File: src/rtl/guess_game_n.sv
// guess_game_n
// -----------------------------------------------------------------------------
// Parametrised number-guessing game for a board top level.
//
// While the round is idle (S_GEN) the secret free-runs, one count per clock.
// The first rising edge of the enter button freezes the secret and starts a
// one-cycle compare (S_CHECK). The compare latches exactly one of the
// over/under/equal flags and uses up one try. The round then goes to one of
// three states:
//   - S_WIN  on a correct guess; the score increments and saturates.
//   - S_LOSE when the last try was just used without a match.
//   - S_WAIT otherwise, waiting for the next guess.
// restart begins a new round from any state and keeps the secret and score.
//
// Parameters:
//   WIDTH     - bit width of guess and secret
//   MAX_TRIES - guesses allowed per round (1 .. 2^TRIES_W-1)
//   TRIES_W   - width of the tries counter
//   SCORE_W   - width of the saturating score counter
//
// Ports:
//   clk      in   system clock, all state on the rising edge
//   reset    in   asynchronous active-low reset
//   enter    in   guess button (level), edge-detected internally
//   restart  in   new-round request (level), sampled every cycle
//   guess    in   player guess [WIDTH]
//   dp_over  out  latched: last checked guess > secret
//   dp_under out  latched: last checked guess < secret
//   dp_equal out  latched: last checked guess == secret
//   actual   out  current secret [WIDTH]
//   dp_tries out  guesses remaining this round [TRIES_W]
//   win      out  high while in S_WIN
//   lose     out  high while in S_LOSE
//   score    out  rounds won since reset [SCORE_W]
// -----------------------------------------------------------------------------
module guess_game_n #(
    parameter int WIDTH     = 8,
    parameter int MAX_TRIES = 7,
    parameter int TRIES_W   = 4,
    parameter int SCORE_W   = 8
) (
    input  logic               clk,
    input  logic               reset,
    input  logic               enter,
    input  logic               restart,
    input  logic [WIDTH-1:0]   guess,
    output logic               dp_over,
    output logic               dp_under,
    output logic               dp_equal,
    output logic [WIDTH-1:0]   actual,
    output logic [TRIES_W-1:0] dp_tries,
    output logic               win,
    output logic               lose,
    output logic [SCORE_W-1:0] score
);

    typedef enum logic [2:0] {
        S_GEN,
        S_CHECK,
        S_WAIT,
        S_WIN,
        S_LOSE
    } state_t;

    localparam logic [TRIES_W-1:0] TRIES_INIT = TRIES_W'(MAX_TRIES);
    localparam logic [TRIES_W-1:0] TRIES_LAST = TRIES_W'(1);
    localparam logic [SCORE_W-1:0] SCORE_MAX  = {SCORE_W{1'b1}};

    state_t state;
    logic   enter_q;
    logic   enter_pulse;
    logic   is_over;
    logic   is_under;
    logic   is_equal;

    // A held button gives one pulse: high only on the cycle enter rises.
    assign enter_pulse = enter & ~enter_q;

    // Unsigned compares against the current (frozen) secret.
    assign is_over  = (guess > actual);
    assign is_under = (guess < actual);
    assign is_equal = (guess == actual);

    // Control FSM and all registered outputs.
    // Restart has priority over every other transition. It drops any enter
    // pulse seen in the same cycle, but enter_q still tracks the button, so
    // a held button does not fire a second time once restart is released.
    // The lose decision uses the tries value from before the decrement: a
    // miss with one try left ends the round.
    always_ff @(posedge clk or negedge reset) begin
        if (!reset) begin
            state    <= S_GEN;
            enter_q  <= 1'b0;
            actual   <= '0;
            dp_tries <= TRIES_INIT;
            dp_over  <= 1'b0;
            dp_under <= 1'b0;
            dp_equal <= 1'b0;
            win      <= 1'b0;
            lose     <= 1'b0;
            score    <= '0;
        end else begin
            enter_q <= enter;
            if (restart) begin
                state    <= S_GEN;
                dp_tries <= TRIES_INIT;
                dp_over  <= 1'b0;
                dp_under <= 1'b0;
                dp_equal <= 1'b0;
                win      <= 1'b0;
                lose     <= 1'b0;
            end else begin
                case (state)
                    S_GEN: begin
                        actual <= actual + 1'b1;
                        if (enter_pulse) begin
                            state <= S_CHECK;
                        end
                    end
                    S_CHECK: begin
                        dp_over  <= is_over;
                        dp_under <= is_under;
                        dp_equal <= is_equal;
                        dp_tries <= dp_tries - 1'b1;
                        if (is_equal) begin
                            state <= S_WIN;
                            win   <= 1'b1;
                            if (score != SCORE_MAX) begin
                                score <= score + 1'b1;
                            end
                        end else if (dp_tries == TRIES_LAST) begin
                            state <= S_LOSE;
                            lose  <= 1'b1;
                        end else begin
                            state <= S_WAIT;
                        end
                    end
                    S_WAIT: begin
                        if (enter_pulse) begin
                            state <= S_CHECK;
                        end
                    end
                    S_WIN, S_LOSE: begin
                        state <= state;
                    end
                    default: begin
                        state <= S_GEN;
                    end
                endcase
            end
        end
    end

endmodule

File: config.mk
export PLATFORM = sky130hd
export DESIGN_NAME = guess_game_n
export DESIGN_NICKNAME = d
export VERILOG_FILES = /design/src/rtl/guess_game_n.sv
export SDC_FILE = /design/constraint.sdc
export NUM_CORES = 1
export LEC_CHECK = 0
export ABC_AREA = 1
export CORE_UTILIZATION = 34
export CTS_CLUSTER_DIAMETER = 80
export DETAILED_ROUTE_END_ITERATION = 8
export PLACE_DENSITY_LB_ADDON = 0.12
export SETUP_SLACK_MARGIN = 0.2
export SYNTH_ARGS = -nofsm -noshare
export SYNTH_HDL_FRONTEND = slang
export SYNTH_SLANG_ARGS = --single-unit
export TNS_END_PERCENT = 10
File: constraint.sdc
create_clock -name clk -period 1.3 [get_ports clk]
set_input_delay 0.13 -clock clk [delete_from_list [all_inputs] [get_ports clk]]
set_output_delay 0.13 -clock clk [all_outputs]
set_load 0.05 [all_outputs]
# Word-level counts from Yosys, hierarchy flattened
# Index checks and enable logic that the tools add are counted.
# totals
ram_bits,0
out_inout_bits,25
inputBits,12
n_memories,0
mem_bits_ro,0
word_cells,59
latch_bits,0
ff_bits,29
# classes
mux,20
n_eq_ne,10
div_mod_pow,0
add_sub_neg,3
n_bitwise,3
n_lt_le_gt_ge,2
shift,0
mul,0
n_reduce_logical,11
# ops
cell,n
"8-bit by 1-bit adder with 8-bit output, second input constant",2
1-bit 2-to-1 mux,13
3-bit 2-to-1 mux,4
3-bit case mux with 3 select lines,1
8-bit == test,1
8-bit > comparator,1
8-bit less-than comparator,1
4-bit 2-to-1 mux,2
"8-bit inequality test, second input constant",1
"3-bit by 2-bit == test with 1-bit output, second input constant",2
2-bit AND reduction,3
2-bit nonzero test,3
"4-bit by 1-bit == test with 1-bit output, second input constant",1
"2-bit inequality test, second input constant",2
4-bit AND reduction,1
2-bit OR reduction,2
"4-bit by 1-bit subtractor with 4-bit output, second input constant",1
"3-bit by 1-bit == test with 1-bit output, second input constant",1
"3-bit == test, second input constant",1
3-bit zero test,1
"3-bit by 1-bit inequality test with 1-bit output, second input constant",1
3-bit AND reduction,1
1-bit NOT,2
1-bit bitwise AND,1

# Logic depth before layout (Yosys ltp)
# Gate-level depths: netlist (run 1).
# depth
depth_word,5
mapped_depth,11
mapped_depth_nobuf,11

# Worst setup path after synthesis (run 1)
# OpenSTA, ideal clock, no wires.
# synth_timing
path_kind,register to register
startpoint,reg actual[6]
endpoint,reg score[0]
t_arrival_ns,1.730
path_stages_with_launch,10
required_time_ns,1.182
setup_time_ns,0.118
synth_period_minus_slack_ns,1.848
n_path_buf,0
setup_slack_ns,-0.548
path_cell_list,dfrtp_1 > inv_1 > ha_1 > nand2_1 > nor2_4 > nand2_4 > nor2_4 > nand2_1 > nand2_1 > nand2_1
# synth_between
elab_chain_cells,2
# synth_lines
element,line_no,rtl
"start, declared",50,"output logic [WIDTH-1:0] actual,"
"start signal, assigned",115,actual <= actual + 1'b1;
8-bit == test,82,assign is_equal = (guess == actual);
4-bit AND reduction (no line),--,
"end signal, assigned",129,score <= score + 1'b1;
"end, declared",54,output logic [SCORE_W-1:0] score
# Every way passes these cells.
# A chain may end at the register's enable or synchronous reset.

# Worst setup path after layout (run 1)
# layout_timing
startpoint,reg actual[4]
endpoint,reg score[5]
# Same word-level chain as after synthesis.

==> results of run 1 <==
==> critical path, cell delays in order (launching register included) <==
cell and delay (ns):
dfrtp_2 0.37, inv_2 0.05, ha_4 0.26, nand2_4 0.05, nor2_4 0.15, nand2_4 0.09, nor2_4 0.18, nand3_1 0.09
nand2_1 0.07, nand2_1 0.05
==> where the power goes <==
| group | total (W) | switching (W) | internal, W |
|---|---|---|---|
| registers | 0.00131 | 0.000177 | 0.00113 |
| clock network | 0.000748 | 0.000378 | 0.000370 |
| logic | 0.00354 | 0.00182 | 0.00172 |
| total | 0.00560 | 0.00238 | 0.00322 |
==> per-layer routing <==
layer / global-route usage, % / wire length [um] / vias up
met5: 0 / 0 / -
met4: 5.98 / 75 / 0
met3: 5.62 / 144 / 9
met2: 30.1 / 2080 / 21
met1: 24.2 / 2060 / 789
li1: - / - / 880
==> worst max-delay path by stage <==
stage | to | slack [ns] | start | depth (start not counted)
5_1_grt | score[1] | -0.26 | actual[3] | 9
4_1_cts | score[5] | -0.18 | actual[3] | 9
2_1_floorplan | score[3] | -0.36 | score[1] | 8
3_5_place_dp | score[5] | -0.51 | guess[0] | 10
3_3_place_gp | score[5] | -0.47 | guess[0] | 10
6_report | score[5] | -0.18 | actual[4] | 9
==> stage by stage <==
step / power (W) / hold slack (ns)
after CTS: 0.00550 / 0.201
after floorplan: 0.00293 / -0.166
after detailed placement: 0.00441 / 0.520
after global placement: 0.00438 / 0.517
after global routing: 0.00597 / 0.220
final: 0.00560 / 0.194
==> cell type report <==
| class | instances | area (um^2) | area share (%) |
|---|---|---|---|
| multi-input combinational | 157 | 1060 | 34.1 |
| timing repair buffer | 78 | 1010 | 32.6 |
| sequential | 29 | 739 | 23.7 |
| inverter | 35 | 133 | 4.26 |
| tap | 67 | 83.8 | 2.69 |
| clock buffer | 6 | 72.6 | 2.33 |
| clock inverter | 2 | 10.0 | 0.321 |
==> layout by cell type (no fill, tap or decap), types with 2 or more instances in the layout <==
cell type	instances
nand3_2	5
nor2_4	7
inv_2	11
ha_1	4
nand4_1	8
buf_12	27
nor2_2	2
dfstp_2	3
nand2_1	62
clkdlybuf4s50_1	11
nand2_4	5
clkinv_2	3
nand3_1	6
xor2_1	6
o21ai_1	3
a21oi_1	7
buf_6	17
dfrtp_2	8
ha_4	7
inv_1	23
nand3_4	2
dfrtp_1	18
o21ai_2	2
o21ai_0	5
nor2_1	14
o21bai_1	3
clkbuf_8	5
buf_4	23
nand2_2	4
==> cells by family after synthesis <==
kind of cell	count (synthesis)	synth area share, %
xor+xnor	6	3.03
flops	29	42.1
simple gates	116	31.5
fa+ha+maj	12	8.66
buf+inv	35	7.65
compound gates	22	7.07
==> state kept, by name, indices dropped and copies added (netlist names) <==
signal    cells
actual        8
dp_equal      1
dp_over       1
dp_tries      4
dp_under      1
enter_q       1
lose          1
score         8
state         3
win           1
==> what timing repair did <==
item                       4_1_cts  5_1_grt
gates resized for setup         33       14
gates cloned                     1        0
pin swaps                       14        7
buffers inserted                 2        4
setup endpoints to repair       46       46
==> key figures, run 1 <==
Status
  – Status: finished with violations
  – Failing checks: setup timing

Floorplan
  – Std-Cell Core Area: between 4000 and 5000 um^2
  – Die Wd: 73.4 um
  – Top Ports: 37
  – Die area: 5390 um^2
  – Die extent in y: between 70 and 80 um
  – Row count: 25
  – Initial Util: 36.0%

Min path
  – Worst hold path class: in -> async

Worst setup path
  – Crit path kind: reg -> reg
  – CP max FO: 5
  – R2r setup slk: -0.18 ns
  – Crit. End Element: register
  – Startpoint types: register
  – Data required time of the worst path: 1.48 ns
  – Worst EP arrival: ~1.7 ns
  – R2r startpoint: actual[4]
  – R2R depth: 9
  – RR Endpoint: score[5]

Global routing
  – Largest net degree at the start of global routing: 30
  – Vias in the first global route: around 1,700
  – Antenna violations before repair: 0
  – All-Layer GR Usage: 18.7%
  – GR Overflow Total: 0
  – First-pass GRT wire length: 7.56 mm

STA
  – Max Slew Vio Count: 0
  – Fin crit share: 114%
  – Max transition margin: between 80% and 90%
  – Worst setup margin: -0.176 ns
  – Layout Skew: ~0.0041 ns
  – Maximum clock frequency: between 600 and 700 MHz
  – RSZ-0062 raised after global routing: true
  – Post-route setup TNS: -1.70 ns
  – Worst-margin pin slew: 0.297 ns
  – Fin crit period: roughly 1.5 ns
  – Fin. Hold Viols: 0
  – Setup violations, final: 15

Power and ir drop
  – Power per cell area: about 1800 nW/um^2
  – Leak Pwr: around 1.5 nW
  – Maximum vdd drop: approximately 0.0014 V

Synth
  – Top_reg_cell synth: dfrtp_1
  – EDFF count, synth: 0
  – Top-count cell post-synth: nand2_1
  – Sequential cell area fraction in the yosys report: between 40% and 50%
  – #FFs+latches synth: 29
  – Largest cells by area after synthesis: dfrtp_1 (38%), nand2_1 (15%), ha_1 (8.7%)
  – Gate Count Post-Synth: 220
  – Syn_nets: roughly 240
  – Post-synth ARST share: 100%
  – Cell variety after synth: 24
  – Mapped Area: 1730 um^2
  – Synth area leader: dfrtp_1
  – Synth warn: 0
  – Synth top cells by count: nand2_1 (69), inv_1 (33), dfrtp_1 (26)
  – Post-synthesis area per instance: 7.88 um^2
  – Synth top area share: a little under two fifths

CTS
  – Clk sinks: 29
  – CTS H-Tree Depth: 2
  – CTS tree: done
  – Clock-pin slew on the worst setup and hold paths: ~0.07 ns
  – Root buf cell: clkbuf_8
  – CTS hold repair buffers: 0
  – Worst skew pair latency: a little under 0.3 ns
  – Number of CTS-inserted buffers: 5
  – Max Buffers Root-to-Sink: 2

Placement
  – Post-DP HPWL: about 3.2 mm
  – Placed inst area: 2800 um^2
  – Port Buf Inserts: 36
  – Placer Congestion: a little under 0.8
  – Placed insts: 359
  – Setup WS pre-CTS: -0.511 ns

Drt
  – # DRC: 0
  – Routed wire length: roughly 4.4 mm
  – Pre-antenna DRT Iters: 4
  – Via-to-Cell Ratio: around 4.5
  – Iter 0 DRT Violations: 67
  – WL per Instance: 11.6 um
  – Via count: roughly 1,700
  – Antenna-violating nets left: 0

Final layout
  – Final Core Density: 64.6%
  – Fin cells: about 370
  – Final Cell Area: between 3000 and 4000 um^2
  – Antenna cells: 0
  – Share of cells above drive strength 1: 43.3%
  – Fillcell total: 410
  – Final nets: 330
  – Layout area overhead: 79.6%

Job
  – Max cap viols: 0
No activity file was read; power rests on OpenSTA's default activity.
==> inputs of run 2 (changes only) <==
SLEW_MARGIN = 15   (was unset)
==> results of run 2 <==
The final DEF is identical to that of run 1; final timing and power are the same.
==> inputs of run 3 (changes only) <==
SETUP_SLACK_MARGIN = 0.1   (was 0.2)
==> key figures, run 3 (same netlist as run 1, synthesis figures left out) <==
Status
  – Status: finished with violations
  – Failing checks: setup timing

CTS
  – CTS tree: done
  – Worst skew pair latency: 0.29 ns (about the same)
  – Clock-pin slew on the worst setup and hold paths: 0.07 ns (about the same)
  – CTS hold repair buffers: 0 (unchanged)
  – CTS H-Tree Depth: 2 (unchanged)
  – Root buf cell: clkbuf_8
  – Max Buffers Root-to-Sink: 2 (unchanged)
  – Number of CTS-inserted buffers: 5 (unchanged)
  – Clk sinks: 29 (unchanged)

Final layout
  – Register area: 739 um^2 (unchanged)
  – Antenna cells: 0 (unchanged)
  – Layout area overhead: 75.7%
  – Multi-input logic area: 1060 um^2 (unchanged)
  – Fin cells: 371 (-0.80%)
  – Fillcell total: 423 (+3.2%)
  – Commonest non-fill, non-tap cells in the layout: nand2_1 (62), buf_4 (32), buf_12 (27)
  – Biggest registers after layout: actual: 8 flops, score: 8 flops, dp_tries: 4 flops
  – Share of cells above drive strength 1: 42.1% (-1.2 points)
  – Commonest non-fill, non-tap cell in the layout: nand2_1
  – Final nets: 327 (-0.91%)

Worst setup path
  – R2r startpoint: actual[3]
  – Delay of the slowest critical-path stage: 0.38 ns (about the same)
  – Crit path kind: reg -> reg
  – Startpoint types: register
  – RR Endpoint: score[5]
  – CP max FO: 5 (unchanged)
  – Worst path cell trace: inv_2, ha_4, nand2_4, nor2_4, nand2_4, nor2_4, nand3_1, nand2_1, nand2_1
  – Worst EP arrival: 1.66 ns (about the same)
  – Slowest cell on crit path: dfrtp_2
  – R2r setup slk: -0.17 ns (about the same)
  – Top cell family by delay on the critical path: simple AND/OR/NAND/NOR gates
  – Crit. End Element: register
  – Data required time of the worst path: 1.48 ns (about the same)
  – R2R depth: 9 (unchanged)
  – Buf/Inv on CP: 1 (unchanged)

Drt
  – Routed wire length: 4.29 mm (-1.4%)
  – # DRC: 0 (unchanged)
  – Antenna-violating nets left: 0 (unchanged)
  – Pre-antenna DRT Iters: 4 (unchanged)
  – Via count: 1,686 (-0.77%)
  – WL per Instance: 11.6 um (-0.61%)
  – Iter 0 DRT Violations: 52 (-22%)
  – Via-to-Cell Ratio: 4.54 (about the same)

Global routing
  – Antenna violations before repair: 0 (unchanged)
  – GR Overflow Total: 0 (unchanged)
  – All-Layer GR Usage: 18.7% (-0.035 points)
  – Largest net degree at the start of global routing: 30 (unchanged)
  – Vias in the first global route: 1,683 (+0.12%)
  – First-pass GRT wire length: 7.56 mm (unchanged)

STA
  – Fin. Hold Viols: 0 (unchanged)
  – Fin crit share: 113% (-0.27 points)
  – Fin crit period: 1.47 ns (-0.00351 ns)
  – Maximum clock frequency: 679 MHz (+0.24%)
  – Max transition margin: 80.1% (about the same)
  – Max Slew Vio Count: 0 (unchanged)
  – Worst setup margin: -0.173 ns (+0.00351 ns)
  – Layout Skew: 0.00512 ns (+0.00100 ns)
  – RSZ-0062 raised after global routing: true
  – Setup violations, final: 15 (unchanged)
  – Worst-margin pin slew: 0.297 ns (-0.000586 ns)

Floorplan
  – Die area: 5390 um^2 (unchanged)
  – Die Wd: 73.4 um (unchanged)
  – Std-Cell Core Area: 4820 um^2 (unchanged)
  – Die extent in y: 73.4 um (unchanged)
  – Initial Util: 36.0% (unchanged)
  – Top Ports: 37 (unchanged)
  – Row count: 25 (unchanged)

Min path
  – Worst hold path class: in -> async

Power and ir drop
  – Leak Pwr: 1.44 nW (-1.4%)
  – Maximum vdd drop: 0.00141 V (-1.8%)
  – Power per cell area: 1800 nW/um^2 (+0.15%)
  – Power, Total: 0.00549 W (-2.0%)

Placement
  – Port Buf Inserts: 36 (unchanged)
  – Placer Congestion: 0.769 (unchanged)
  – Placed insts: 359 (unchanged)
  – Setup WS pre-CTS: -0.511 ns (unchanged)
  – Post-DP HPWL: 3.15 mm (unchanged)

Job
  – Max cap viols: 0 (unchanged)
[run 3: cell count changes in the layout (fill, tap and decap cells not counted), sizes merged]
cell,before,now
buf,67,64
[run 3: final cells by class]
type | count | area share [%]
multi-input combinational | 157 | 34.8
inverter | 35 | 4.35
clock inverter | 2 | 0.329
clock buffer | 6 | 2.38
timing repair buffer | 75 | 31.1
sequential | 29 | 24.3
tap | 67 | 2.75
[run 3: worst register-to-register path, cell delays in order (launching register included)]
cell     delay [ns]
dfrtp_2        0.38
inv_2          0.05
ha_4           0.27
nand2_4        0.05
nor2_4         0.13
nand2_4        0.09
nor2_4         0.18
nand3_1        0.10
nand2_1        0.07
nand2_1        0.05
[run 3: per-layer routing]
metal | global-route usage (%) | part of all wire (%) | wire (um) | up-vias
li1 | - | - | - | 873
met1 | 24.0 | 48 | 2070 | 783
met2 | 30.2 | 47 | 2000 | 21
met3 | 5.62 | 3.4 | 144 | 9
met4 | 5.98 | 1.7 | 75 | 0
met5 | 0 | 0 | 0 | -
[run 3: worst max path at each step]
stage                          end  startpoint  slack, ns  cells past startpoint
after CTS                 score[5]   actual[3]      -0.18                      9
after detailed placement  score[5]    guess[0]      -0.51                     10
final                     score[5]   actual[3]      -0.17                      9
after global routing      score[1]   actual[3]      -0.26                      9
after floorplan           score[3]    score[1]      -0.36                      8
after global placement    score[5]    guess[0]      -0.47                     10
[run 3: through the flow]
stage / hold slack [ns] / cell area, um^2 / utilization (%) / setup TNS, ns
floorplan: -0.166 / 1810 / - / -3.87
global placement: 0.517 / 2800 / 58.1 / -6.33
detailed placement: 0.520 / 2800 / 58.1 / -6.75
CTS: 0.201 / 3000 / 62.2 / -2.05
global route: 0.220 / 3050 / 63.2 / -3.05
finish: 0.193 / 3050 / 63.2 / -1.64
[run 3: report_power, final]
group	leakage, nW	switching, W	internal, W
Combinational	1.04	0.00181	0.00162
Clock	0.0450	0.000377	0.000370
Sequential	0.356	0.000169	0.00113
Total	1.44	0.00236	0.00313
[run 3: what timing repair did]
action,in CTS,in global routing
endpoints found under the setup margin,24,30
resized for setup,21,14
cloned,1,0
buffers inserted,2,1
pin swaps,14,7
